==> src/rtl/pwm_cfg_arbiter_if.sv <==
// Write-request bus shared by the SPI command decoder (A) and the config sequencer (B).
// The master drives requests; the slave (pwm_cfg_arbiter) returns per-requester ready.
interface pwm_cfg_arbiter_if #(
  parameter int ADDR_W = 7,
  parameter int DATA_W = 8
);
  logic              a_valid;
  logic              a_ready;
  logic [ADDR_W-1:0] a_addr;
  logic [DATA_W-1:0] a_data;
  logic              b_valid;
  logic              b_ready;
  logic [ADDR_W-1:0] b_addr;
  logic [DATA_W-1:0] b_data;

  modport master (
    output a_valid, a_addr, a_data,
    output b_valid, b_addr, b_data,
    input  a_ready, b_ready
  );

  modport slave (
    input  a_valid, a_addr, a_data,
    input  b_valid, b_addr, b_data,
    output a_ready, b_ready
  );
endinterface

==> src/rtl/pwm_cfg_arbiter.sv <==
// PWM configuration register block: round-robin write arbiter between two requesters.
// PWM_CFG_SHADOW_EN: when defined, writes go to shadow copies committed on commit_strobe.
module pwm_cfg_arbiter #(
  parameter int ADDR_W   = 7,
  parameter int DATA_W   = 8,
  parameter int NUM_REGS = 5
) (
  input  logic                clk,
  input  logic                rst_n,
  pwm_cfg_arbiter_if.slave    req,
  input  logic                commit_strobe,
  output logic [DATA_W-1:0]   en_reg_out_7_0,
  output logic [DATA_W-1:0]   en_reg_out_15_8,
  output logic [DATA_W-1:0]   en_reg_pwm_7_0,
  output logic [DATA_W-1:0]   en_reg_pwm_15_8,
  output logic [DATA_W-1:0]   pwm_duty_cycle,
  output logic [NUM_REGS-1:0] pending,
  output logic                err_addr
);

  typedef enum logic {IDLE, WR} state_t;

  state_t              state;
  logic                rr_b;
  logic [ADDR_W-1:0]   wr_addr;
  logic [DATA_W-1:0]   wr_data;
  logic                grant_a;
  logic                grant_b;
  logic [NUM_REGS-1:0] wr_hit;
  logic [DATA_W-1:0]   active [NUM_REGS];

  // Ready is decoded from state and qualified by rst_n so it drops the instant reset asserts.
  always_comb begin
    grant_a = 1'b0;
    grant_b = 1'b0;
    if (rst_n && state == IDLE) begin
      if (req.a_valid && (!req.b_valid || rr_b))
        grant_a = 1'b1;
      else if (req.b_valid)
        grant_b = 1'b1;
    end
  end

  assign req.a_ready = grant_a;
  assign req.b_ready = grant_b;

  // Full ADDR_W compare per register: out-of-range addresses hit nothing, so no aliasing.
  always_comb begin
    wr_hit = '0;
    for (int unsigned i = 0; i < NUM_REGS; i++)
      wr_hit[i] = (state == WR) && (wr_addr == ADDR_W'(i));
  end

  always_ff @(posedge clk or negedge rst_n) begin
    if (!rst_n) begin
      state    <= IDLE;
      rr_b     <= 1'b1;
      wr_addr  <= '0;
      wr_data  <= '0;
      err_addr <= 1'b0;
    end else begin
      err_addr <= 1'b0;
      case (state)
        IDLE: begin
          if (grant_a || grant_b) begin
            wr_addr <= grant_a ? req.a_addr : req.b_addr;
            wr_data <= grant_a ? req.a_data : req.b_data;
            rr_b    <= grant_b;
            state   <= WR;
          end
        end
        WR: begin
          err_addr <= ~|wr_hit;
          state    <= IDLE;
        end
        default: state <= IDLE;
      endcase
    end
  end

`ifdef PWM_CFG_SHADOW_EN
  logic [DATA_W-1:0]   shadow [NUM_REGS];
  logic [NUM_REGS-1:0] pending_q;

  // Commit reads the pre-write shadow; a same-edge write re-arms pending for the next strobe.
  always_ff @(posedge clk or negedge rst_n) begin
    if (!rst_n) begin
      pending_q <= '0;
      for (int unsigned i = 0; i < NUM_REGS; i++) begin
        shadow[i] <= '0;
        active[i] <= '0;
      end
    end else begin
      for (int unsigned i = 0; i < NUM_REGS; i++) begin
        if (commit_strobe && pending_q[i]) begin
          active[i]    <= shadow[i];
          pending_q[i] <= 1'b0;
        end
        if (wr_hit[i]) begin
          shadow[i]    <= wr_data;
          pending_q[i] <= 1'b1;
        end
      end
    end
  end

  assign pending = pending_q;
`else
  logic unused_commit_strobe;
  assign unused_commit_strobe = commit_strobe;

  always_ff @(posedge clk or negedge rst_n) begin
    if (!rst_n) begin
      for (int unsigned i = 0; i < NUM_REGS; i++)
        active[i] <= '0;
    end else begin
      for (int unsigned i = 0; i < NUM_REGS; i++)
        if (wr_hit[i])
          active[i] <= wr_data;
    end
  end

  assign pending = '0;
`endif

  assign en_reg_out_7_0  = active[0];
  assign en_reg_out_15_8 = active[1];
  assign en_reg_pwm_7_0  = active[2];
  assign en_reg_pwm_15_8 = active[3];
  assign pwm_duty_cycle  = active[4];

endmodule

==> src/flat_wrapper.sv <==
// flat-port wrapper written by rule: the top's interface ports become plain ports
module pwm_cfg_arbiter_flat 
#(
  parameter int ADDR_W   = 7,
  parameter int DATA_W   = 8,
  parameter int NUM_REGS = 5
)
  (clk, rst_n, commit_strobe, en_reg_out_7_0, en_reg_out_15_8, en_reg_pwm_7_0, en_reg_pwm_15_8, pwm_duty_cycle, pending, err_addr, req_a_valid, req_a_addr, req_a_data, req_b_valid, req_b_addr, req_b_data, req_a_ready, req_b_ready);
  pwm_cfg_arbiter_if #(.ADDR_W(ADDR_W), .DATA_W(DATA_W)) req_i ();
  input  logic clk;
  input  logic rst_n;
  input  logic commit_strobe;
  output logic [DATA_W-1:0] en_reg_out_7_0;
  output logic [DATA_W-1:0] en_reg_out_15_8;
  output logic [DATA_W-1:0] en_reg_pwm_7_0;
  output logic [DATA_W-1:0] en_reg_pwm_15_8;
  output logic [DATA_W-1:0] pwm_duty_cycle;
  output logic [NUM_REGS-1:0] pending;
  output logic err_addr;
  input wire logic [$bits(req_i.a_valid)-1:0] req_a_valid;
  input wire logic [$bits(req_i.a_addr)-1:0] req_a_addr;
  input wire logic [$bits(req_i.a_data)-1:0] req_a_data;
  input wire logic [$bits(req_i.b_valid)-1:0] req_b_valid;
  input wire logic [$bits(req_i.b_addr)-1:0] req_b_addr;
  input wire logic [$bits(req_i.b_data)-1:0] req_b_data;
  output wire logic [$bits(req_i.a_ready)-1:0] req_a_ready;
  output wire logic [$bits(req_i.b_ready)-1:0] req_b_ready;
  assign req_i.a_valid = req_a_valid;
  assign req_i.a_addr = req_a_addr;
  assign req_i.a_data = req_a_data;
  assign req_i.b_valid = req_b_valid;
  assign req_i.b_addr = req_b_addr;
  assign req_i.b_data = req_b_data;
  assign req_a_ready = req_i.a_ready;
  assign req_b_ready = req_i.b_ready;
  pwm_cfg_arbiter #(.ADDR_W(ADDR_W), .DATA_W(DATA_W), .NUM_REGS(NUM_REGS)) u_core (.clk(clk), .rst_n(rst_n), .req(req_i), .commit_strobe(commit_strobe), .en_reg_out_7_0(en_reg_out_7_0), .en_reg_out_15_8(en_reg_out_15_8), .en_reg_pwm_7_0(en_reg_pwm_7_0), .en_reg_pwm_15_8(en_reg_pwm_15_8), .pwm_duty_cycle(pwm_duty_cycle), .pending(pending), .err_addr(err_addr));
endmodule
==> config.mk <==
export PLATFORM = sky130hd
export DESIGN_NAME = pwm_cfg_arbiter_flat
export DESIGN_NICKNAME = d
export VERILOG_FILES = /design/src/rtl/pwm_cfg_arbiter_if.sv /design/src/rtl/pwm_cfg_arbiter.sv /design/src/flat_wrapper.sv
export SDC_FILE = /design/constraint.sdc
export NUM_CORES = 1
export LEC_CHECK = 0
export CAP_MARGIN = 10
export CORE_ASPECT_RATIO = 1.2
export CORE_MARGIN = 5
export CORE_UTILIZATION = 30
export CTS_BUF_LIST = sky130_fd_sc_hd__clkbuf_8 sky130_fd_sc_hd__clkbuf_16
export CTS_CLUSTER_DIAMETER = 150
export CTS_CLUSTER_SIZE = 16
export DETAILED_ROUTE_END_ITERATION = 6
export PLACE_DENSITY = 0.66
export SLEW_MARGIN = 5
export SYNTH_ARGS = -nofsm -noshare
export SYNTH_HDL_FRONTEND = slang
export SYNTH_SLANG_ARGS = --single-unit
==> constraint.sdc <==
create_clock -name clk -period 2.95 [get_ports clk]
set_input_delay 0.59 -clock clk [delete_from_list [all_inputs] [get_ports clk]]
set_output_delay 0.59 -clock clk [all_outputs]
set_load 0.005 [all_outputs]
Word level (Yosys, flattened, before mapping)
Index checks and enable logic that the tools add are counted.

cells by class
  equality and inequality tests = 4
  multiplexer cells = 10
  bitwise operators = 1
  reduce and logical (&&, ||, !) cells = 14

operators with widths
  kind                  number
  $eq A7 B2 Y1 const B  2
  $mux W8               1
  $eq A7 B1 Y1 const B  1
  $eq A7 B3 Y1 const B  1
  $logic_and A1 B1 Y1   7
  $logic_not A7 Y1      1
  $mux W1               7
  $mux W7               1
  $reduce_or A5 Y1      1
  $logic_not A1 Y1      2
  $logic_or A1 B1 Y1    2
  $pmux W1 S2           1
  $reduce_and A2 Y1     1
  $not A1 Y1            1

storage, ports and cells
  bits in registers = 58
  input port bits = 35
  output and inout port bits = 48
  logic and storage cells = 39

Logic depth before layout (Yosys ltp)
  depth in word-level cells = 8
  mapped depth = 5
  gate-level depth less buffers = 3

Worst setup path after synthesis
No wires, ideal clock.

  path kind = in2out
  start = in rst_n
  end = out req_a_ready
  arrival = 1.315 ns
  required time = 2.360 ns
  slack = 1.045 ns
  stages = 4
  path buffers = 2
  path through = nor2b_1 and3_1 clkbuf_1 buf_2

on the way
  word-level cells in the longest chain between the ends = 2

RTL lines
  item                 RTL line               text
  start: declaration   flat_wrapper.sv:11     input logic rst_n;
  $logic_and A1 B1 Y1  pwm_cfg_arbiter.sv:36  if (rst_n && state == IDLE) begin
  $mux W1              pwm_cfg_arbiter.sv:36
  end: declaration     flat_wrapper.sv:26     output wire logic [$bits(req_i.a_ready)-1:0] req_a_ready;

No other way between the ends.

Worst setup path after layout
  start = in req_b_valid
  end = out req_b_ready

on the way
  word-level cells in the longest chain between the ends = 5
  elaborated cells on any way between the ends = 6
  those cells by class = 3 x mux; 3 x reduce/logical

RTL lines
  item                 RTL line               text
  start: declaration   flat_wrapper.sv:23     input wire logic [$bits(req_i.b_valid)-1:0] req_b_valid;
  $logic_not A1 Y1     pwm_cfg_arbiter.sv:37  if (req.a_valid && (!req.b_valid || rr_b))
  $logic_or A1 B1 Y1   pwm_cfg_arbiter.sv:37
  $logic_and A1 B1 Y1  pwm_cfg_arbiter.sv:37
  $mux W1 (*)          pwm_cfg_arbiter.sv:37
  $mux W1 (*)          pwm_cfg_arbiter.sv:36
  end: declaration     flat_wrapper.sv:27     output wire logic [$bits(req_i.b_ready)-1:0] req_b_ready;

Mark *: on every way between the ends. The rest lies on a longest branch, timed or not.

==> metrics.md <==
| Metric | Value |
|---|---|
| Synth area leader | `dfrtp_1` |
| First-pass GRT wire length | `9320 um` |
| RR Endpoint | `u_core.en_reg_pwm_7_0[4]` |
| Nets | `280` |
| Register-to-register setup slack | `1.04 ns` |
| Clock power share | `0.245` |
| YS warnings | `0` |
| Hold Slack | `0.461 ns` |
| DRC violations left | `0` |
| Synthesized cell area | `2380 um2` |
| CP required | `2.36 ns` |
| Final critical-path required period | `2.48 ns` |
| Layout area overhead | `43.2%` |
| Max-cap violations | `0` |
| Met3 wire len | `375 um` |
| WL per Instance | `17.1 um` |
| Cts repair resizes | `0` |
| Sequential share of power | `0.465` |
| Synth Area per Inst | `14.8 um2` |
| Worst-skew pair later-pin latency | `0.32 ns` |
| CTS tree | `done` |
| Number of synthesized register bits | `58` |
| IO buf count | `76` |
| Worst setup path startpoint | `req_b_valid` |
| Worst Skew | `0.00695 ns` |
| Final Cell Area | `3410 um2` |
| Die H | `108 um` |
| Peak supply drop | `0.345 mV` |
| CP Capture Type | `output pin` |
| Final setup vio count | `0` |
| Clk pin slew, worst setup/hold paths | `0.06 ns` |
| # Post-CTS Setup Buffers | `0` |
| Share of cells above drive strength 1 | `0.273` |
| DRT Pass-1 Iters | `4` |
| Most frequent cells in the layout | `clkdlybuf4s50_1, dfrtp_1, mux2_2` |
| Die ar. | `9830 um2` |
| Total number of vias | `1675` |
| Worst hold path class | `in2async` |
| H-tree depth | `3` |
| GRT Residual Overflow | `0` |
| CP Class | `in2out` |
| Top post-synthesis cells by area | `dfrtp_1, mux2_2, a221o_1` |
| Share of total power in combinational logic | `0.290` |
| DR vias/cell | `4.91` |
| Status | `complete, no violations` |
| M1 wire length | `2450 um` |
| Clk buf depth | `2` |
| Post-CTS Hold Fix Bufs | `0` |
| Cell variety after synth | `25` |
| Num CTS Buffers | `9` |
| Register area share after synthesis | `0.610` |
| Max transition margin | `0.528` |
| Worst-case reg-to-reg path depth | `3` |
| Area after DPL | `3240 um2` |
| Int Pwr | `1.89 mW` |
| Sw Ratio | `0.257` |
| Util after Layout | `0.443` |
| Most common cell after layout, fill and taps aside | `clkdlybuf4s50_1` |
| Ant diodes | `0` |
| Initial antenna violation count | `0` |
| DRT iter0 DRCs | `38` |
| Initial Utilization | `0.309` |
| GRT Total Usage | `0.125` |
| Slew at the pin closest to its max-slew limit | `0.709 ns` |
| Root Buffer | `clkbuf_8` |
| Final cycle utilization of the critical path | `0.842` |
| Final setup TNS | `0 ns` |
| Pwr Density | `745 nW/um2` |
| Top layer reached by signal wires | `met4` |
| LEAKAGE | `1.63 nW` |
| Gate Count Post-Synth | `161` |
| Critical path fanouts, max | `3` |
| Clk sinks | `58` |
| FF-to-FF Start | `u_core.wr_addr[3]` |
| Net Sw Power | `0.654 mW` |
| Max Clk Rate | `0.403 GHz` |
| Pin count of the biggest net entering global routing | `59` |
| Vias in the first global route | `1727` |
| RSZ-0062 raised after global routing | `no` |
| Met2 wire len | `2870 um` |
| Die X-Extent | `91.3 um` |
| Slew Limit Fails | `0` |
| CP Launch Type | `primary input` |
| Final hold vios | `0` |
| DP HPWL | `4200 um` |
| IO Pins | `83` |
| Total core area | `7710 um2` |
| Routed Antenna Nets | `0` |
| Yosys top cell area share | `0.599` |
| Site row count | `35` |
| WP data arrival | `1.89 ns` |
| Routability congestion estimate | `0.721` |
| CP endpoint | `req_b_ready` |
| Aggregate routed wire length | `5830 um` |
-- kinds of logic (layout without fill, tap and decap cells) --
family,after synthesis,in the layout,share of synthesized area
other,1,5,0.00157
buffers and inverters,13,97,0.0289
and+or+nand+nor,30,30,0.0972
AOI/OAI and AO/OA,19,19,0.0735
DFF,58,58,0.610
muxes,40,40,0.189
-- cell usage after synthesis --
library cell,instances
clkbuf_1,6
inv_1,1
a221o_1,14
a21boi_0,1
and3b_1,1
dfrtp_1,57
buf_4,5
mux2_2,40
a31oi_1,1
a221o_2,1
nand2b_1,1
conb_1,1
dfstp_2,1
and2_1,1
nand4b_2,2
nand4_2,2
nand2_1,1
and3_1,16
o21ai_1,1
nand3_2,1
nor4_4,1
o21ai_0,1
nor2b_1,2
nor2_1,2
buf_2,1
-- how the worst min path moves through the flow --
stage                               from  cells after the start                         to
6_report                           rst_n                      2          u_core.wr_addr[1]
5_1_grt         u_core.en_reg_out_7_0[4]                      1   u_core.en_reg_out_7_0[4]
4_1_cts                            rst_n                      2          u_core.wr_addr[1]
3_5_place_dp    u_core.en_reg_out_7_0[2]                      1   u_core.en_reg_out_7_0[2]
3_3_place_gp   u_core.en_reg_pwm_15_8[3]                      1  u_core.en_reg_pwm_15_8[3]
2_1_floorplan                      rst_n                      0  u_core.en_reg_out_15_8[0]
-- cell type report --
| class | instances | area [um2] |
|---|---|---|
| tap | 92 | 115 |
| inverter | 1 | 3.75 |
| fill | 725 | 4300 |
| clock inverter | 4 | 18.8 |
| sequential | 58 | 1450 |
| multi-input combinational | 94 | 876 |
| timing repair buffer | 81 | 793 |
| clock buffer | 11 | 151 |
-- per-layer routing --
layer,vias to the layer above,GRT usage
li1,765,-
met1,828,0.146
met2,71,0.209
met3,11,0.0308
met4,0,0.0660
met5,-,0
-- worst max-delay path, cell delays in order --
cell             delay, ns
clkdlybuf4s50_1       0.50
and3b_1               0.18
and2_1                0.12
clkdlybuf4s50_1       0.49
-- power groups by stage --
stage	combinational (mW)	sequential [mW]	clock (mW)
final	0.737	1.18	0.623
after global routing	0.793	1.22	0.680
after CTS	0.753	1.19	0.647
after detailed placement	0.752	1.20	0
after global placement	0.739	1.19	0
after floorplan	0.261	1.18	0
-- stage by stage --
step | std cells | power (mW) | setup WS [ns]
6_report | 341 | 2.54 | 0.467
5_1_grt | 341 | 2.69 | 0.398
4_1_cts | 341 | 2.59 | 0.459
3_5_place_dp | 326 | 1.95 | 0.476
3_3_place_gp | 326 | 1.93 | 0.481
2_1_floorplan | 165 | 1.44 | 1.04
-- registers in the layout (all words and copies together), names as in the netlist --
signal,flops
u_core.wr_data,8
u_core.state,1
u_core.en_reg_out_7_0,8
u_core.en_reg_pwm_15_8,8
u_core.rr_b,1
u_core.pwm_duty_cycle,8
u_core.en_reg_out_15_8,8
u_core.en_reg_pwm_7_0,8
u_core.err_addr,1
u_core.wr_addr,7
Power figures use the tool's default switching activity.
